==> src/rtl/dsp_post_adder_acc_if.sv <==
// Bus bundle for the DSP48A1 post-adder/accumulator stage: clock enables, operands and results.
interface dsp_post_adder_acc_if #(
  parameter int PWIDTH = 48,
  parameter int MWIDTH = 36
);
  logic              ce_opmode;
  logic              ce_c;
  logic              ce_carryin;
  logic              ce_p;
  logic [4:0]        opmode;
  logic [MWIDTH-1:0] m_in;
  logic [PWIDTH-1:0] c_in;
  logic [PWIDTH-1:0] pcin;
  logic              carryin;
  logic [PWIDTH-1:0] p;
  logic [PWIDTH-1:0] pcout;
  logic              carryout;
  logic              ovf;

  modport master (
    output ce_opmode, ce_c, ce_carryin, ce_p, opmode, m_in, c_in, pcin, carryin,
    input  p, pcout, carryout, ovf
  );

  modport slave (
    input  ce_opmode, ce_c, ce_carryin, ce_p, opmode, m_in, c_in, pcin, carryin,
    output p, pcout, carryout, ovf
  );
endinterface

==> src/rtl/dsp_post_adder_acc.sv <==
// DSP48A1 post-adder/accumulator: X/Z muxes, P = Z +/- (X + CIN), registered P/PCOUT/CARRYOUT.
// Optional sticky signed-overflow flag enabled by defining DSP_OVF_EN.
module dsp_post_adder_acc #(
  parameter int PWIDTH     = 48,
  parameter int MWIDTH     = 36,
  parameter int OPMODEREG  = 1,
  parameter int CREG       = 1,
  parameter int CARRYINREG = 1,
  parameter int PREG       = 1
) (
  input logic                clk,
  input logic                rst,
  dsp_post_adder_acc_if.slave bus
);

  logic [4:0]        opmode_d, opmode_q, opmode_s;
  logic [PWIDTH-1:0] c_d, c_q, c_s;
  logic              carryin_d, carryin_q, carryin_s;
  logic [PWIDTH-1:0] p_d, p_q;
  logic              carryout_d, carryout_q;
  logic [PWIDTH-1:0] p_fb_s, x_s, z_s;
  logic [PWIDTH:0]   s_s;

  always_comb begin
    opmode_d  = opmode_q;
    c_d       = c_q;
    carryin_d = carryin_q;
    if (bus.ce_opmode) opmode_d = bus.opmode;
    else               opmode_d = opmode_q;
    if (bus.ce_c) c_d = bus.c_in;
    else          c_d = c_q;
    if (bus.ce_carryin) carryin_d = bus.carryin;
    else                carryin_d = carryin_q;
  end

  assign opmode_s  = (OPMODEREG  != 0) ? opmode_q  : bus.opmode;
  assign c_s       = (CREG       != 0) ? c_q       : bus.c_in;
  assign carryin_s = (CARRYINREG != 0) ? carryin_q : bus.carryin;

  // Feedback only ever comes from the P flop, so PREG=0 reads as zero rather than a loop.
  assign p_fb_s = (PREG != 0) ? p_q : {PWIDTH{1'b0}};

  always_comb begin
    x_s = {PWIDTH{1'b0}};
    z_s = {PWIDTH{1'b0}};
    s_s = {(PWIDTH+1){1'b0}};
    case (opmode_s[1:0])
      2'd0:    x_s = {PWIDTH{1'b0}};
      2'd1:    x_s = {{(PWIDTH-MWIDTH){bus.m_in[MWIDTH-1]}}, bus.m_in};
      2'd2:    x_s = p_fb_s;
      2'd3:    x_s = c_s;
      default: x_s = {PWIDTH{1'b0}};
    endcase
    case (opmode_s[3:2])
      2'd0:    z_s = {PWIDTH{1'b0}};
      2'd1:    z_s = bus.pcin;
      2'd2:    z_s = p_fb_s;
      2'd3:    z_s = c_s;
      default: z_s = {PWIDTH{1'b0}};
    endcase
    if (opmode_s[4]) s_s = {1'b0, z_s} - ({1'b0, x_s} + {{PWIDTH{1'b0}}, carryin_s});
    else             s_s = {1'b0, z_s} + {1'b0, x_s} + {{PWIDTH{1'b0}}, carryin_s};
  end

  always_comb begin
    p_d        = p_q;
    carryout_d = carryout_q;
    if (bus.ce_p) begin
      p_d        = s_s[PWIDTH-1:0];
      carryout_d = s_s[PWIDTH];
    end else begin
      p_d        = p_q;
      carryout_d = carryout_q;
    end
  end

`ifdef DSP_OVF_EN
  logic              ovf_d, ovf_q;
  logic [PWIDTH-1:0] neg_x_s;
  logic              b_sign_s, ovf_evt_s, fresh_s;

  // Subtract compares against the sign of -X; a load not reading P restarts the sticky flag.
  always_comb begin
    neg_x_s   = {PWIDTH{1'b0}} - x_s;
    b_sign_s  = opmode_s[4] ? neg_x_s[PWIDTH-1] : x_s[PWIDTH-1];
    ovf_evt_s = (z_s[PWIDTH-1] == b_sign_s) && (s_s[PWIDTH-1] != z_s[PWIDTH-1]);
    fresh_s   = (opmode_s[1:0] != 2'd2) && (opmode_s[3:2] != 2'd2);
    ovf_d     = ovf_q;
    if (bus.ce_p) begin
      if (fresh_s) ovf_d = ovf_evt_s;
      else         ovf_d = ovf_q | ovf_evt_s;
    end else begin
      ovf_d = ovf_q;
    end
  end

  always_ff @(posedge clk or posedge rst) begin
    if (rst) ovf_q <= 1'b0;
    else     ovf_q <= ovf_d;
  end

  assign bus.ovf = (PREG != 0) ? ovf_q : ovf_d;
`else
  assign bus.ovf = 1'b0;
`endif

  always_ff @(posedge clk or posedge rst) begin
    if (rst) begin
      opmode_q   <= 5'd0;
      c_q        <= {PWIDTH{1'b0}};
      carryin_q  <= 1'b0;
      p_q        <= {PWIDTH{1'b0}};
      carryout_q <= 1'b0;
    end else begin
      opmode_q   <= opmode_d;
      c_q        <= c_d;
      carryin_q  <= carryin_d;
      p_q        <= p_d;
      carryout_q <= carryout_d;
    end
  end

  assign bus.p        = (PREG != 0) ? p_q        : s_s[PWIDTH-1:0];
  assign bus.pcout    = bus.p;
  assign bus.carryout = (PREG != 0) ? carryout_q : s_s[PWIDTH];

endmodule

==> src/flat_wrapper.sv <==
// flat-port wrapper written by rule: the top's interface ports become plain ports
module dsp_post_adder_acc_flat 
#(
  parameter int PWIDTH     = 48,
  parameter int MWIDTH     = 36,
  parameter int OPMODEREG  = 1,
  parameter int CREG       = 1,
  parameter int CARRYINREG = 1,
  parameter int PREG       = 1
)
  (clk, rst, bus_ce_opmode, bus_ce_c, bus_ce_carryin, bus_ce_p, bus_opmode, bus_m_in, bus_c_in, bus_pcin, bus_carryin, bus_p, bus_pcout, bus_carryout, bus_ovf);
  dsp_post_adder_acc_if #(.PWIDTH(PWIDTH), .MWIDTH(MWIDTH)) bus_i ();
  input logic clk;
  input logic rst;
  input wire logic [$bits(bus_i.ce_opmode)-1:0] bus_ce_opmode;
  input wire logic [$bits(bus_i.ce_c)-1:0] bus_ce_c;
  input wire logic [$bits(bus_i.ce_carryin)-1:0] bus_ce_carryin;
  input wire logic [$bits(bus_i.ce_p)-1:0] bus_ce_p;
  input wire logic [$bits(bus_i.opmode)-1:0] bus_opmode;
  input wire logic [$bits(bus_i.m_in)-1:0] bus_m_in;
  input wire logic [$bits(bus_i.c_in)-1:0] bus_c_in;
  input wire logic [$bits(bus_i.pcin)-1:0] bus_pcin;
  input wire logic [$bits(bus_i.carryin)-1:0] bus_carryin;
  output wire logic [$bits(bus_i.p)-1:0] bus_p;
  output wire logic [$bits(bus_i.pcout)-1:0] bus_pcout;
  output wire logic [$bits(bus_i.carryout)-1:0] bus_carryout;
  output wire logic [$bits(bus_i.ovf)-1:0] bus_ovf;
  assign bus_i.ce_opmode = bus_ce_opmode;
  assign bus_i.ce_c = bus_ce_c;
  assign bus_i.ce_carryin = bus_ce_carryin;
  assign bus_i.ce_p = bus_ce_p;
  assign bus_i.opmode = bus_opmode;
  assign bus_i.m_in = bus_m_in;
  assign bus_i.c_in = bus_c_in;
  assign bus_i.pcin = bus_pcin;
  assign bus_i.carryin = bus_carryin;
  assign bus_p = bus_i.p;
  assign bus_pcout = bus_i.pcout;
  assign bus_carryout = bus_i.carryout;
  assign bus_ovf = bus_i.ovf;
  dsp_post_adder_acc #(.PWIDTH(PWIDTH), .MWIDTH(MWIDTH), .OPMODEREG(OPMODEREG), .CREG(CREG), .CARRYINREG(CARRYINREG), .PREG(PREG)) u_core (.clk(clk), .rst(rst), .bus(bus_i));
endmodule
==> config.mk <==
export PLATFORM = sky130hd
export DESIGN_NAME = dsp_post_adder_acc_flat
export DESIGN_NICKNAME = d
export VERILOG_FILES = /design/src/rtl/dsp_post_adder_acc_if.sv /design/src/rtl/dsp_post_adder_acc.sv /design/src/flat_wrapper.sv
export SDC_FILE = /design/constraint.sdc
export NUM_CORES = 1
export LEC_CHECK = 0
export ABC_AREA = 1
export CAP_MARGIN = 20
export CORE_MARGIN = 2
export CORE_UTILIZATION = 55
export DETAILED_ROUTE_END_ITERATION = 10
export HOLD_SLACK_MARGIN = 0.06
export PLACE_DENSITY = 0.82
export SKIP_CTS_REPAIR_TIMING = 1
export SYNTH_ARGS = -nofsm -noshare
export SYNTH_HDL_FRONTEND = slang
export SYNTH_SLANG_ARGS = --single-unit
==> constraint.sdc <==
create_clock -name clk -period 8.35 [get_ports clk]
set_clock_uncertainty 0.15 [all_clocks]
set_input_delay 0.835 -clock clk [delete_from_list [all_inputs] [get_ports clk]]
set_output_delay 0.835 -clock clk [all_outputs]
set_load 0.02 [all_outputs]
# Yosys cells after proc, flatten, opt, wreduce, memory -nomap -nowiden
# Index checks and enable logic that the tools add are counted.
dict set report totals {
  reg_bits 103
  inputBits 144
  output_inout_bits 98
  wordCells 20
}
dict set report classes {
  addsub 4
  n_eq_ne 6
  n_mux 3
  n_reduce_logical 2
}
# operator n
set op_table {}
lappend op_table {{$pmux W48 S4} 2}
lappend op_table {{$add A48 B1 Y49} 1}
lappend op_table {{$add A48 B48 Y49} 1}
lappend op_table {{$add A49 B1 Y49} 1}
lappend op_table {{$mux W49} 1}
lappend op_table {{$sub A48 B49 Y49} 1}
lappend op_table {{$eq A2 B2 Y1 const B} 4}
lappend op_table {{$eq A2 B1 Y1 const B} 2}
lappend op_table {{$logic_not A2 Y1} 2}

# Longest topological paths before layout
# Gate-level depths: netlist of run 1.
dict set report logic_depth {
  ltp_word 5
  ltp_mapped 25
  mapped_depth_nobuf 24
}

# Worst setup path before layout of run 1
# No wires, ideal clock.
dict set report synth_path {
  kind {reg2reg}
  start {reg u_core.opmode_q[2]}
  end {reg u_core.p_q[42] (netlist: u_core.bus.p[42])}
  setup_ns 0.117
  arrival_ns 3.149
  required_time_ns 8.083
  path_slack_ns 4.934
  path_stages_with_launch 22
  n_path_buf 2
  period_less_slack_ns 3.416
  path_cell_list {dfrtp_1 -> inv_2 -> nor2_1 -> clkbuf_1 -> clkbuf_1 -> a221oi_1 -> fa_1 -> fa_1 -> inv_1 -> nand3_1 -> nand2_2 -> nand2_1 -> nand2_1 -> nand2_1 -> nand2_1 -> nand3_1 -> nand3_1 -> nand2_1 -> nand3_1 -> nand2_1 -> nand2_1 -> nand2_1}
}
dict set report synth_via {
  elab_chain_cells 5
  elab_cells_between_ends 9
  classes_between {add/sub: 3; eq/ne: 3; mux: 2; reduce/logical: 1}
}
# item line_no
set synth_lines {}
lappend synth_lines {{start, declared} dsp_post_adder_acc.sv:16} ;# logic [4:0] opmode_d, opmode_q, opmode_s;
lappend synth_lines {{start signal, assigned} dsp_post_adder_acc.sv:115} ;# opmode_q <= opmode_d;
lappend synth_lines {{$eq A2 B2 Y1, or another cell as far along} dsp_post_adder_acc.sv:54} ;# case (opmode_s[3:2])
lappend synth_lines {{$pmux W48 S4 (*)} dsp_post_adder_acc.sv:54}
lappend synth_lines {{$add A48 B48 Y49} dsp_post_adder_acc.sv:62} ;# else s_s = {1'b0, z_s} + {1'b0, x_s} + {{PWIDTH{1'b0}}, carryin_s};
lappend synth_lines {{$add A49 B1 Y49} dsp_post_adder_acc.sv:62}
lappend synth_lines {{$mux W49 (*)} dsp_post_adder_acc.sv:61} ;# if (opmode_s[4]) s_s = {1'b0, z_s} - ({1'b0, x_s} + {{PWIDTH{1'b0}}, carryin_s});
lappend synth_lines {{end signal, assigned} dsp_post_adder_acc.sv:112} ;# p_q <= {PWIDTH{1'b0}};
lappend synth_lines {{end signal, assigned} dsp_post_adder_acc.sv:118} ;# p_q <= p_d;
lappend synth_lines {{end, declared} dsp_post_adder_acc.sv:19} ;# logic [PWIDTH-1:0] p_d, p_q;
# Mark *: on every way between the ends. The rest lies on a longest branch, timed or not.
# A chain may end at the register's enable or synchronous reset.

# Final worst setup path of run 1
dict set report layout_path {
  start {reg u_core.opmode_q[3]}
  end {reg u_core.p_q[20] (netlist: u_core.bus.p[20])}
}
# Same word-level chain as after synthesis.

==> reports/results.ini, run 1 <==
[die]
core_um2 = 26800
rows = 60
initial_core_util_pct = 55.9
dieArea_um2 = 28600
ios = 242
die_x_um = 169
die_h_um = 169

[final_layout]
fin_area_um2 = 17600
area_growth_pct = 17.7
drive_above_1_share_pct = 3.48
final_cells = 3100
layout.nets = 3041
fillers = 2563
n_antenna_cell = 0

[hold_path]
hold-path-endpoint = u_core.bus.carryout
hp-class = reg -> reg
hold_start = u_core.bus.carryout
hold-path-cell-count = 2

[synthesis]
synth_edf_count = 0
yosysSeqAreaShare_pct = 17.2
syn_inst = 2598
async_flop_share_pct = 100
synth-seq-cells = 103
synth_nets = 2885
netlist-cell-type-count = 49
netlist_area_um2 = 15000
syn_avg_cell_area_um2 = 5.76
yosysWarnings = 0
synth_top_flop_cell = dfrtp_1

[worst_setup_path]
crit_path_top_delay_cell = dfrtp_1
crit_required_ns = 8.42
start_kind = register
crit_path_end_kind = register
path_max_fanout = 25
r2r_slack_ns = 3.31
slowest_delay_ns = 0.47
worstPathCellList = inv_2, nor2_1, buf_4, inv_1, buf_4, o22ai_1, a21oi_1, inv_1, ha_1, ha_1, a21oi_2, nand2_2, nand2_1, nand2_2, nand2_1, nand2_2, a21oi_1, or2_1, nand3_1, nand3_1, o21ai_1
cpMostUsedCell = nand2_2
regToRegStartpoint = u_core.opmode_q[3]
r2r_cells = 21
regToRegEndpoint = u_core.bus.p[20]
worstSetupPathType = reg -> reg
cp.arrival_ns = 5.11

[sta]
final_hold_viol_count = 0
post-route-period-util_pct = 60.4
setup_violations = 0
tightest_slew_ns = 1.04
rsz0062_at_grt = no
setup_tns_ns = 0
fin_crit_ns = 5.04
slew_violations = 0
fmax_ghz = 0.198
slew_headroom_pct = 30.8

[clock_network]
cts_buffer_depth = 2
clkLatencyLatePin_ns = 0.38
cts_tree = built
cts_root_buf = clkbuf_16
cts_sinks = 103
numCtsBuffers = 9
path_clk_slew_ns = 0.09
cts.htree.levels = 3

[global_route]
grt_max_degree = 97
grt_usage_pct = 42.9
gr-total-overflow = 0
grt_pass1_vias = 17100
grt_first_pass_wirelength_um = 94500
grt_antenna_before_repair = 0

[place]
dp_cells = 3084
place_area_um2 = 17300
io_buffers = 240
gp_congestion = 1.16
hpwl_um = 50800

[run_status]
status = finished, final reports clean

[route]
routed_wl_um = 62700
wire_per_inst_um = 20.2
num_vias = 18400
drt_iter0_markers = 2957
firstDrtPassIters = 6
drc = 0
ant_nets = 0
routed_via_density = 5.92

[pwr]
power_leakage_nw = 9.61
switchingPower_mw = 3.41
ir_drop_mv = 0.207
p_seq_share_pct = 14.1
pwr-share-clk_pct = 8.6
p_int_mw = 2.39
p_comb_share_pct = 77.3
power.density_nw_per_um2 = 329
power.share.switching_pct = 58.7

[flow_run]
max_cap_viol_count = 0

## layer usage
metal	part of all wire [%]	track usage (%)
met5	0.088	1.57
met4	4.8	18.4
met3	14	11.8
met2	42	65.3
met1	39	57.1
## cell usage after synthesis, drive strengths merged (6+ instances only)
library cell | number | share of area [%]
a21oi | 175 | 6.0
o21a | 6 | 0.30
xor2 | 7 | 0.41
inv | 516 | 13
buf | 58 | 2.8
nor3 | 14 | 0.62
nor2 | 186 | 4.8
nand3 | 166 | 5.8
nand2 | 812 | 21
o21ai | 162 | 5.4
o22ai | 31 | 1.3
or2 | 6 | 0.25
dfrtp | 103 | 17
o21bai | 12 | 0.60
o211ai | 16 | 0.80
nand4 | 46 | 1.9
a31oi | 6 | 0.25
clkbuf | 51 | 1.3
ha | 139 | 12
o221ai | 32 | 1.9
a21o | 29 | 1.5
## power by group through the flow
stage / registers, mW / clock network, mW / logic, mW
final: 0.818 / 0.499 / 4.48
after floorplan: 0.887 / 0 / 2.79
after CTS: 0.806 / 0.495 / 4.33
after global placement: 0.809 / 0 / 4.26
after global routing: 0.826 / 0.513 / 4.83
after detailed placement: 0.816 / 0 / 4.31
## area by class of cell
cell class              count  area, µm²  area share, %
clock inverters             7       97.6          0.554
well taps                 341        427           2.42
inverters                 521       1960           11.1
repair buffers            254       2500           14.2
flip-flops and latches    103       2580           14.6
clock buffers               9        225           1.28
multi-input cells        1865       9840           55.8
## worst max-delay path by stage
stage / start / endpoint / slack [ns] / cells past startpoint
global route: u_core.opmode_q[3] / u_core.bus.p[20] / 3.19 / 21
CTS: u_core.opmode_q[3] / u_core.bus.p[20] / 3.56 / 21
finish: u_core.opmode_q[3] / u_core.bus.p[20] / 3.31 / 21
detailed placement: u_core.opmode_q[3] / u_core.bus.p[20] / 3.58 / 21
global placement: u_core.opmode_q[3] / u_core.bus.p[20] / 3.73 / 21
floorplan: rst / u_core.bus.carryout / 4.66 / 1
## cell usage in the layout, fill, tap and decap left out, types with 3 or more instances in the layout
cell and instances:
a21o_1 29, a21oi_1 170, a21oi_2 4, a31oi_1 6
and2_1 3, buf_4 14, clkbuf_16 9, clkdlybuf4s50_1 238
clkinv_1 5, dfrtp_1 102, fa_1 4, ha_1 139
inv_1 503, inv_2 12, inv_8 3, nand2_1 789
nand2_2 20, nand2_4 3, nand3_1 159, nand3_2 6
nand3b_1 3, nand4_1 46, nor2_1 177, nor2_2 8
nor3_1 12, o211ai_1 16, o21a_1 6, o21ai_0 131
o21ai_1 31, o21bai_1 12, o221ai_1 32, o22ai_1 31
or2_1 3, xor2_1 7
## registers in the layout, summed over array words and instances (netlist names)
| register | count |
|---|---|
| u_core.bus.p | 48 |
| u_core.c_q | 48 |
| u_core.opmode_q | 5 |
| u_core.bus.carryout | 1 |
| u_core.carryin_q | 1 |
## critical path: cells and delay by family, from the launching register on
family                   cells  cell delay (ns)
AO/OA/AOI/OAI                5             1.14
adder cells (fa/ha/maj)      2             0.86
buffers and inverters        5             1.05
flip-flops                   1             0.47
AND/OR/NAND/NOR              9             1.16
## logic make-up after synthesis
family                   after synthesis  synth area share, %
buffers and inverters                630                 17.1
XOR/XNOR                               8                0.468
adder cells (fa/ha/maj)              143                 12.2
flip-flops                           103                 17.2
AND/OR/NAND/NOR                     1239                 34.7
AO/OA/AOI/OAI                        474                 18.3
other                                  1               0.0251
## through the flow
step                power (mW)  setup slack [ns]  hold WS (ns)  utilization, %
floorplan                 3.67              4.66         0.349               -
global placement          5.06              3.73         0.372            64.5
detailed placement        5.13              3.58         0.370            64.5
CTS                       5.63              3.56         0.392            65.8
global route              6.17              3.19         0.411            65.8
finish                    5.80              3.31         0.386            65.8
No activity file was read; power rests on OpenSTA's default activity.
==> run 2: changes to the inputs <==
clock period = 5.1 ns   (was 8.35 ns; I/O delays follow)
==> reports/results.ini, run 2 (synthesized netlist as in run 1, its figures left out) <==
[run_status]
status = finished, final reports clean

[worst_setup_path]
path_depth = 17  ; -19%
start_kind = register
regToRegEndpoint = u_core.bus.p[34]
slowest_delay_ns = 0.53  ; +0.06 ns
cp.arrival_ns = 4.63  ; -0.48 ns
worstSetupPathType = reg -> reg
worstPathCellList = inv_2, nor2_4, buf_4, a21oi_1, inv_1, ha_1, ha_1, nand2_1, nor2_1, nand2_1, nor2_1, nand3_1, nand4_1, nand3_1, nand2_1, nand2_1, nand2_1
path_max_fanout = 30  ; +20%
critPathTopFamily = simple AND/OR/NAND/NOR gates
crit_path_top_delay_cell = ha_1
r2r_slack_ns = 0.64  ; -2.67 ns
crit_required_ns = 5.27  ; -3.15 ns
crit_path_end_kind = register
r2r_cells = 17  ; -19%
cp_num_buf_inv = 3  ; -2
cpMostUsedCell = nand2_1
regToRegStartpoint = u_core.opmode_q[2]

[route]
num_vias = 18700  ; +1.9%
wire_per_inst_um = 21.2  ; +4.8%
drt_iter0_markers = 2954  ; -0.10%
drc = 0  ; unchanged
firstDrtPassIters = 7  ; +1
routed_via_density = 6.01  ; +1.6%
ant_nets = 0  ; unchanged
routed_wl_um = 65900  ; +5.1%

[final_layout]
fillers = 2505  ; -2.3%
area_growth_pct = 18.1
final_common_cell = nand2_1
n_antenna_cell = 0  ; unchanged
layout.nets = 3050  ; +0.30%
multi_input_area_um2 = 9840  ; unchanged
drive_above_1_share_pct = 3.83  ; +0.35 points
mostFrequentLayoutCells = 789 x nand2_1, 502 x inv_1, 238 x clkdlybuf4s50_1, 177 x nor2_1, 170 x a21oi_1
ff_latch_area_um2 = 2580  ; unchanged

[sta]
slew_violations = 0  ; unchanged
slew_headroom_pct = 33.7  ; +2.9 points
setup_tns_ns = 0  ; unchanged
post-route-period-util_pct = 87.4  ; +27 points
final_hold_viol_count = 0  ; unchanged
setup_violations = 0  ; unchanged
fin_crit_ns = 4.46  ; -0.582 ns
fmax_ghz = 0.224  ; +13%
rsz0062_at_grt = no
tightest_slew_ns = 0.993  ; -0.0454 ns
timing.hold.ws_ns = 0.397  ; +0.0113 ns

[clock_network]
cts_sinks = 103  ; unchanged
path_clk_slew_ns = 0.10  ; about the same
cts_root_buf = clkbuf_16
cts_tree = built
cts_buffer_depth = 2  ; unchanged
cts.htree.levels = 3  ; unchanged
numCtsBuffers = 9  ; unchanged
clkLatencyLatePin_ns = 0.38  ; about the same

[place]
gp_congestion = 1.08  ; -6.9%
hpwl_um = 53800  ; +6.0%
io_buffers = 240  ; unchanged

[die]
die_x_um = 169  ; unchanged
dieArea_um2 = 28600  ; unchanged
ios = 242  ; unchanged
die_h_um = 169  ; unchanged
core_um2 = 26800  ; unchanged
initial_core_util_pct = 55.9  ; unchanged
rows = 60  ; unchanged

[global_route]
grt_first_pass_wirelength_um = 99400  ; +5.1%
gr-total-overflow = 0  ; unchanged
grt_pass1_vias = 17600  ; +2.6%
grt_antenna_before_repair = 1  ; +1
grt_usage_pct = 45.4  ; +2.5 points
grt_max_degree = 97  ; unchanged

[hold_path]
hold_start = u_core.bus.p[45]
hold-path-cell-count = 2  ; unchanged
hold-path-endpoint = u_core.bus.p[45]
hp-class = reg -> reg

[flow_run]
max_cap_viol_count = 0  ; unchanged

[pwr]
power.density_nw_per_um2 = 540  ; +64%
power.share.switching_pct = 59.1  ; +0.37 points
power_leakage_nw = 9.64  ; +0.36%
switchingPower_mw = 5.64  ; +66%
p_seq_share_pct = 14.4  ; +0.3 points
ir_drop_mv = 0.313  ; +51%
p_comb_share_pct = 77.1  ; -0.2 points
pwr-share-clk_pct = 8.5  ; about the same
p_int_mw = 3.90  ; +63%

## run 2: changes by cell type in the layout (fill, tap and decap cells not counted)
cell / delta
buf_4: +8
inv_1: -1
buf_12: +1
bufinv_16: -1
inv_2: +1
clkinvlp_4: +1
## run 2: through the flow
step | cell area, µm² | power (mW) | setup slack, ns | util (%) | std cells
2_1_floorplan | 15000 | 6.01 | 1.68 | - | 2598
3_3_place_gp | 17400 | 8.28 | 0.922 | 64.8 | 3093
3_5_place_dp | 17400 | 8.41 | 0.831 | 64.8 | 3093
4_1_cts | 17700 | 9.22 | 0.804 | 66.0 | 3109
5_1_grt | 17700 | 10.1 | 0.442 | 66.0 | 3109
6_report | 17700 | 9.54 | 0.641 | 66.0 | 3109
## run 2: area by class of cell
class                   instances  area share [%]
multi-input cells            1865            55.6
repair buffers                263            14.6
clock inverters                 7           0.425
flip-flops and latches        103            14.6
inverters                     521            11.1
well taps                     341            2.41
clock buffers                   9            1.27
## run 2: how the worst max path moves through the flow
stage | start | to | slack, ns
2_1_floorplan | u_core.opmode_q[2] | u_core.bus.p[42] | 1.68
3_3_place_gp | u_core.opmode_q[1] | u_core.bus.p[38] | 0.92
3_5_place_dp | u_core.opmode_q[2] | u_core.bus.p[34] | 0.83
4_1_cts | u_core.opmode_q[3] | u_core.bus.p[34] | 0.80
5_1_grt | u_core.opmode_q[1] | u_core.bus.p[38] | 0.44
6_report | u_core.opmode_q[2] | u_core.bus.p[34] | 0.64
## run 2: tightest hold or removal path, cell delays in order, from the launching register on
cell	delay [ns]
dfrtp_1	0.39
nand2_1	0.06
nand2_1	0.06
## run 2: power groups by stage
stage / logic [mW] / clock network, mW / registers, mW
floorplan: 4.56 / 0 / 1.45
global placement: 6.93 / 0 / 1.35
detailed placement: 7.05 / 0 / 1.36
CTS: 7.08 / 0.793 / 1.35
global route: 7.93 / 0.820 / 1.38
finish: 7.36 / 0.811 / 1.37
## run 2: per-layer routing
| metal | part of all wire [%] | vias up | GRT usage, % |
|---|---|---|---|
| met2 | 42 | 1338 | 70.3 |
| met1 | 39 | 8581 | 60.2 |
| met3 | 14 | 248 | 13.0 |
| met4 | 4.6 | 2 | 17.1 |
| li1 | - | 8524 | - |
| met5 | 0.020 | - | 0 |
